**src/rtl/alu_share_arbiter.sv**
```systemverilog
// alu_share_arbiter: round-robin share of one 16-bit execute ALU between
// the execute stage (req0) and the address/branch unit (req1).
//
// Ports:
//   clk, rst_n            clock, synchronous active-low reset
//   reqN_valid/ready      request handshake, N = 0, 1
//   reqN_op/a/b           opcode and operands
//   reqN_cin/inva/invb/sign  ALU control bits
//   alu_*  (out)          registered opcode/operands/controls held on the ALU
//   alu_out/ofl/z/err     ALU result and flags
//   rsp_valid/ready       response handshake
//   rsp_id                requester owning the response
//   rsp_data/ofl/z/err    captured result and flags
//
// Parameter LAT (1..3): cycles the operands are held before sampling.
// Optional macro ALU_OPFILTER_EN: reject opcodes above 10000 with rsp_err=1.
module alu_share_arbiter #(
    parameter int LAT = 1
) (
    input  logic        clk,
    input  logic        rst_n,
    input  logic        req0_valid,
    output logic        req0_ready,
    input  logic [4:0]  req0_op,
    input  logic [15:0] req0_a,
    input  logic [15:0] req0_b,
    input  logic        req0_cin,
    input  logic        req0_inva,
    input  logic        req0_invb,
    input  logic        req0_sign,
    input  logic        req1_valid,
    output logic        req1_ready,
    input  logic [4:0]  req1_op,
    input  logic [15:0] req1_a,
    input  logic [15:0] req1_b,
    input  logic        req1_cin,
    input  logic        req1_inva,
    input  logic        req1_invb,
    input  logic        req1_sign,
    output logic [4:0]  alu_op,
    output logic [15:0] alu_a,
    output logic [15:0] alu_b,
    output logic        alu_cin,
    output logic        alu_inva,
    output logic        alu_invb,
    output logic        alu_sign,
    input  logic [15:0] alu_out,
    input  logic        alu_ofl,
    input  logic        alu_z,
    input  logic        alu_err,
    output logic        rsp_valid,
    input  logic        rsp_ready,
    output logic        rsp_id,
    output logic [15:0] rsp_data,
    output logic        rsp_ofl,
    output logic        rsp_z,
    output logic        rsp_err
);

    typedef enum logic [1:0] {
        IDLE,
        EXEC,
        RESP
    } state_t;

    localparam logic [1:0] CNT_INIT = 2'(LAT - 1);

    state_t      state;
    logic        last_grant;
    logic [1:0]  cnt;

    logic        gnt_any;
    logic        gnt_id;
    logic [4:0]  sel_op;
    logic [15:0] sel_a;
    logic [15:0] sel_b;
    logic        sel_cin;
    logic        sel_inva;
    logic        sel_invb;
    logic        sel_sign;
    logic        skip;

    // Grant is only offered in IDLE; on a tie the requester that did
    // not win last time goes first.
    always_comb begin
        gnt_any = 1'b0;
        gnt_id  = 1'b0;
        if (state == IDLE) begin
            unique case (1'b1)
                req0_valid && req1_valid: begin
                    gnt_any = 1'b1;
                    gnt_id  = ~last_grant;
                end
                req0_valid && !req1_valid: begin
                    gnt_any = 1'b1;
                    gnt_id  = 1'b0;
                end
                !req0_valid && req1_valid: begin
                    gnt_any = 1'b1;
                    gnt_id  = 1'b1;
                end
                default: begin
                    gnt_any = 1'b0;
                    gnt_id  = 1'b0;
                end
            endcase
        end
    end

    assign req0_ready = gnt_any & ~gnt_id;
    assign req1_ready = gnt_any &  gnt_id;

    assign sel_op   = gnt_id ? req1_op   : req0_op;
    assign sel_a    = gnt_id ? req1_a    : req0_a;
    assign sel_b    = gnt_id ? req1_b    : req0_b;
    assign sel_cin  = gnt_id ? req1_cin  : req0_cin;
    assign sel_inva = gnt_id ? req1_inva : req0_inva;
    assign sel_invb = gnt_id ? req1_invb : req0_invb;
    assign sel_sign = gnt_id ? req1_sign : req0_sign;

`ifdef ALU_OPFILTER_EN
    // Legal set is 00000..10000, i.e. anything not above 16.
    assign skip = (sel_op > 5'd16);
`else
    assign skip = 1'b0;
`endif

    always_ff @(posedge clk) begin
        if (!rst_n) begin
            state      <= IDLE;
            last_grant <= 1'b1;
            cnt        <= 2'd0;
            alu_op     <= 5'd0;
            alu_a      <= 16'd0;
            alu_b      <= 16'd0;
            alu_cin    <= 1'b0;
            alu_inva   <= 1'b0;
            alu_invb   <= 1'b0;
            alu_sign   <= 1'b0;
            rsp_valid  <= 1'b0;
            rsp_id     <= 1'b0;
            rsp_data   <= 16'd0;
            rsp_ofl    <= 1'b0;
            rsp_z      <= 1'b0;
            rsp_err    <= 1'b0;
        end else begin
            unique case (state)
                IDLE: begin
                    if (gnt_any) begin
                        rsp_id     <= gnt_id;
                        last_grant <= gnt_id;
                        if (skip) begin
                            // Rejected op: answer directly, ALU untouched.
                            rsp_data  <= 16'd0;
                            rsp_ofl   <= 1'b0;
                            rsp_z     <= 1'b0;
                            rsp_err   <= 1'b1;
                            rsp_valid <= 1'b1;
                            state     <= RESP;
                        end else begin
                            alu_op   <= sel_op;
                            alu_a    <= sel_a;
                            alu_b    <= sel_b;
                            alu_cin  <= sel_cin;
                            alu_inva <= sel_inva;
                            alu_invb <= sel_invb;
                            alu_sign <= sel_sign;
                            cnt      <= CNT_INIT;
                            state    <= EXEC;
                        end
                    end
                end
                EXEC: begin
                    if (cnt == 2'd0) begin
                        rsp_data  <= alu_out;
                        rsp_ofl   <= alu_ofl;
                        rsp_z     <= alu_z;
                        rsp_err   <= alu_err;
                        rsp_valid <= 1'b1;
                        state     <= RESP;
                    end else begin
                        cnt <= cnt - 2'd1;
                    end
                end
                RESP: begin
                    if (rsp_ready) begin
                        rsp_valid <= 1'b0;
                        state     <= IDLE;
                    end
                end
                default: begin
                    state <= IDLE;
                end
            endcase
        end
    end

endmodule

```
**config.mk**
```make
export PLATFORM = sky130hd
export DESIGN_NAME = alu_share_arbiter
export DESIGN_NICKNAME = d
export VERILOG_FILES = /design/src/rtl/alu_share_arbiter.sv
export SDC_FILE = /design/constraint.sdc
export NUM_CORES = 1
export LEC_CHECK = 0
export CELL_PAD_IN_SITES_DETAIL_PLACEMENT = 1
export CELL_PAD_IN_SITES_GLOBAL_PLACEMENT = 2
export CORE_ASPECT_RATIO = 0.5
export CORE_MARGIN = 2
export CORE_UTILIZATION = 22
export CTS_BUF_LIST = sky130_fd_sc_hd__clkbuf_4 sky130_fd_sc_hd__clkbuf_8
export DETAILED_ROUTE_END_ITERATION = 10
export PLACE_DENSITY_LB_ADDON = 0.2
export SKIP_CTS_REPAIR_TIMING = 1
export SLEW_MARGIN = 20
export SYNTH_ARGS = -nofsm -noshare
export SYNTH_HDL_FRONTEND = slang
export SYNTH_SLANG_ARGS = --single-unit
```
**constraint.sdc**
```tcl
create_clock -name clk -period 1.8 [get_ports clk]
set_input_delay 0.36 -clock clk [delete_from_list [all_inputs] [get_ports clk]]
set_output_delay 0.36 -clock clk [all_outputs]
set_load 0.03 [all_outputs]
```
=== Word level (Yosys, flattened, before mapping) ===
Index checks and enable logic that the tools add are counted.
W data, S select, Z words.

* Equality and inequality tests: 6
* Bitwise gates (word level): 4
* Multiplexer cells: 21
* Reductions and logical operators: 15
* Add/sub/neg operators: 1

{| class="wikitable"
|+ Operators by type and width
! kind !! number
|-
| $mux W16 || 2
|-
| $mux W2 || 5
|-
| $mux W1 || 9
|-
| $reduce_and A3 Y1 || 3
|-
| $ne A2 B2 Y1 const B || 4
|-
| $pmux W2 S3 || 1
|-
| $mux W5 || 1
|-
| $logic_not A2 Y1 || 2
|-
| $pmux W1 S2 || 2
|-
| $pmux W2 S2 || 1
|-
| $reduce_and A2 Y1 || 2
|-
| $reduce_bool A2 Y1 || 2
|-
| $logic_and A1 B1 Y1 || 3
|-
| $reduce_or A3 Y1 || 1
|-
| $and A1 B1 Y1 || 2
|-
| $eq A2 B1 Y1 const B || 1
|-
| $eq A2 B2 Y1 const B || 1
|-
| $logic_not A1 Y1 || 2
|-
| $not A1 Y1 || 2
|-
| $sub A2 B1 Y2 const B || 1
|}

* Bits in registers: 67
* Logic and storage cells: 63

=== Logic depth before layout (Yosys ltp) ===
* Depth after elaboration: 7
* Gate-level depth with buffers: 7
* Gate-level depth less buffers: 5

=== Least setup slack after synthesis ===
Ideal clock, no wire load.

* Path kind: register -> output
* Start point: register state[0]
* End point: output port req0_ready
* Buffers on the path: 1
* Stages on the path, launching flop included: 5
* Arrival time: 1.121 ns
* Slack: 0.319 ns
* Path through: dfxtp_1 nor2_2 buf_4 nand2_1 nor2_1

* Cells in the longest elaborated chain, start to end: 4
* Elaborated cells between the ends (all ways): 5

{| class="wikitable"
|+ Ends and longest elaborated chain
! what !! RTL line !! RTL
|-
| from (decl) || 68 || <nowiki>state_t state;</nowiki>
|-
| from (signal assigned) || 130 || <nowiki>state <= IDLE;</nowiki>
|-
| from (signal assigned) || 159 || <nowiki>state <= RESP;</nowiki>
|-
| from (signal assigned) || 169 || <nowiki>state <= EXEC;</nowiki>
|-
| $logic_not A2 Y1 (*) || 88 || <nowiki>if (state == IDLE) begin</nowiki>
|-
| $mux W1 || 88 ||
|-
| $not A1 Y1 || 110 || <nowiki>assign req0_ready = gnt_any & ~gnt_id;</nowiki>
|-
| $and A1 B1 Y1 (*) || 110 ||
|-
| to (decl) || 23 || <nowiki>output logic req0_ready,</nowiki>
|}

Every way passes the cells marked *; elsewhere a longest branch is shown, timed or not.

=== Worst setup path in the final report ===
* Start point: register alu_op[3]
* End point: output port alu_op[3]

{| class="wikitable"
|+ RTL lines
! what !! RTL line !! RTL
|-
| from (decl) || 40 || <nowiki>output logic [4:0] alu_op,</nowiki>
|-
| from (signal assigned) || 161 || <nowiki>alu_op <= sel_op;</nowiki>
|}

No word-level cell between the ends.

==> impl_metrics.ini <==
[worst_hold_path]
min_path_type = reg -> reg
hold_depth = 2
hp-start = rsp_data[10]$_SDFFE_PN0P_
min_to = rsp_data[10]$_SDFFE_PN0P_

[clocking]
cts_tree = done
clk_pin_slew_ns = 0.08
htreeDepth = 3
cts.path.max_buffers = 2
clk_latency_ns = 0.35
cts_buffers = 9
cts_sinks = 67
root_buffer = clkbuf_8

[power_and_ir_drop]
p_seq_share_pct = 36.0
clock_power_share_pct = 26.9
netSwitchingFraction_pct = 34.88
p_sw_mw = 1.684
leakage_nw = 1.996
comb_power_share_pct = 37.1
vdd_drop_max_v = 0.0003107
report.power.total_mw = 4.828
powerDensity_nw_per_um2 = 883.6
p_int_mw = 3.144

[sta]
layout_worst_path_cycle_share_pct = 97.04
skew_ns = 0.007123
tightest_slew_ns = 0.3958
finalSetupViolCount = 0
fin_crit_ns = 1.747
fin_tns_setup_ns = 0
max_freq_ghz = 0.5725
hold_viol = 0
drv_slew = 0
rsz0062_at_grt = false
slew-limit-headroom_pct = 73.62

[placed_design]
post-place-cells = 722
placed_cell_area_um2 = 5225
hpwlAfterDp_um = 8453
routabilityCongestion = 0.7114
io_buffers = 169

[setup_path]
rr_worst_depth = 6
crit_family = buffers and inverters
cp.required_ns = 1.44
crit_fanout = 2
cp-end-kind = output pin
critPathLaunch = alu_op[3]$_SDFFE_PN0P_
r2r-start = state[0]$_SDFFE_PN0P_
worstPathCellList = clkdlybuf4s50_1
r2r_end = alu_b[8]$_SDFFE_PN0P_
cp.arrival_ns = 1.39
critPathBufInv = 1
crit_type = reg -> out
worst-path-stages = 1
crit_path_top_delay_cell = clkdlybuf4s50_1
critical-path-max-stage-delay_ns = 0.71
rrSetupSlack_ns = 0.21
start_kind = register

[global_route]
grt_first_pass_wirelength_um = 19110
grt_pass1_vias = 3612
track_usage_pct = 15.53
use_met3_pct = 3.614
grt-ovfl-total = 0
use_met1_pct = 19.13
busiest_layer = met2
grtUsageMet2_pct = 27.49
grt_max_degree = 69
grt_antenna_before_repair = 0

[job]
cap_violations = 0

[yosys]
synth_cells = 366
yosysMostFrequentCell = dfxtp_1
synth_top_area_share_pct = 41.86
syn_nets = 473
ys_ff_latch = 67
netlist_top_cells_count = dfxtp_1 (67), a21oi_1 (66), nand2_1 (43), nand3_1 (41), o21ai_1 (37)
ys.flop_type = dfxtp_1
ys_types = 29
yosysSeqAreaShare_pct = 41.86
yosysWarnings = 0
syn-cell-area_um2 = 3204
synth-async-reset-ratio_pct = 0
synth_area_leaders = dfxtp_1 (42%), a311oi_2 (15%), a21oi_1 (10%)
avgSynthCellArea_um2 = 8.755
synth.largest_area_cell = dfxtp_1
synth-edff-count = 0

[drt]
vias = 3461
routed_via_density = 4.677
drt_wl_total_um = 12330
firstDrtPassIters = 4
wl_per_cell_um = 16.66
antenna_left = 0
drc = 0
drt_iter0_markers = 121

[final_layout]
area.growth.synth_to_final_pct = 70.52
final_cells = 740
fin_util_pct = 38.07
layout-drive-gt1-share_pct = 17.34
antennaDiodeCount = 0
final_cell_area_um2 = 5464
nets = 644

[die]
die_h_um = 89.34
die_area_um2 = 15610
initial_core_util_pct = 22.33
io_pins = 170
rows = 31
core_area_um2 = 14350
die_w_um = 174.7

[run_status]
outcome = finished clean
layout by cell type, fill, tap and decap left out, types with 3 or more instances in the layout:
cell type / synthesis / routed
dfxtp_1: 67 / 67
clkinv_2: 0 / 3
o21ai_0: 6 / 6
buf_4: 9 / 30
nand2_1: 43 / 43
inv_1: 4 / 3
clkdlybuf4s50_1: 0 / 157
a311oi_2: 33 / 33
o21ai_1: 37 / 37
buf_12: 0 / 5
a311oi_1: 8 / 8
dlymetal6s2s_1: 0 / 10
a21oi_1: 66 / 66
clkbuf_8: 0 / 10
nand3_1: 41 / 41
flip-flops by register name, summed over array words and instances (netlist names), 2 cells and up:
name / cells
alu_a: 16
alu_b: 16
rsp_data: 16
alu_op: 5
cnt: 2
state: 2
cell families after synthesis:
logic type,count (synthesis),synth area share (%)
flops,67,41.86
buf+inv,46,7.380
compound gates,155,36.08
fa+ha+maj,1,0.3904
simple gates,97,14.29
routing by layer:
layer | vias up | share of wire, %
li1 | 1701 | -
met1 | 1664 | 46
met2 | 82 | 49
met3 | 14 | 3.5
met4 | 0 | 1.3
met5 | - | 0
through the flow:
| stage | worst slack [ns] | hold slack, ns |
|---|---|---|
| 2_1_floorplan | 0.3194 | 0.4644 |
| 4_1_cts | -0.1110 | 0.4610 |
| 3_5_place_dp | -0.1209 | 0.4494 |
| 3_3_place_gp | -0.04526 | 0.4416 |
| 5_1_grt | 0.001013 | 0.4856 |
| 6_report | 0.05323 | 0.4555 |
area by class of cell:
cell class | instances | area (µm²)
multi-input combinational | 253 | 1640
timing repair buffer | 202 | 2022
tap | 198 | 247.7
sequential | 67 | 1341
inverter | 4 | 15.01
clock buffer | 11 | 145.1
fill | 1644 | 8887
clock inverter | 5 | 52.55
power groups by stage:
stage / Combinational (mW) / Sequential, mW / Clock (mW)
after global placement: 1.79 / 1.77 / 0
after detailed placement: 1.81 / 1.77 / 0
final: 1.79 / 1.74 / 1.30
after global routing: 1.91 / 1.76 / 1.42
after floorplan: 0.685 / 2.08 / 0
after CTS: 1.81 / 1.74 / 1.36
how the worst max path moves through the flow:
stage                             to
3_5_place_dp   alu_b[8]$_SDFFE_PN0P_
3_3_place_gp              req0_ready
6_report                   alu_op[3]
2_1_floorplan             req0_ready
4_1_cts                   req1_ready
5_1_grt                      alu_cin
(Power assumes the default switching activity.)
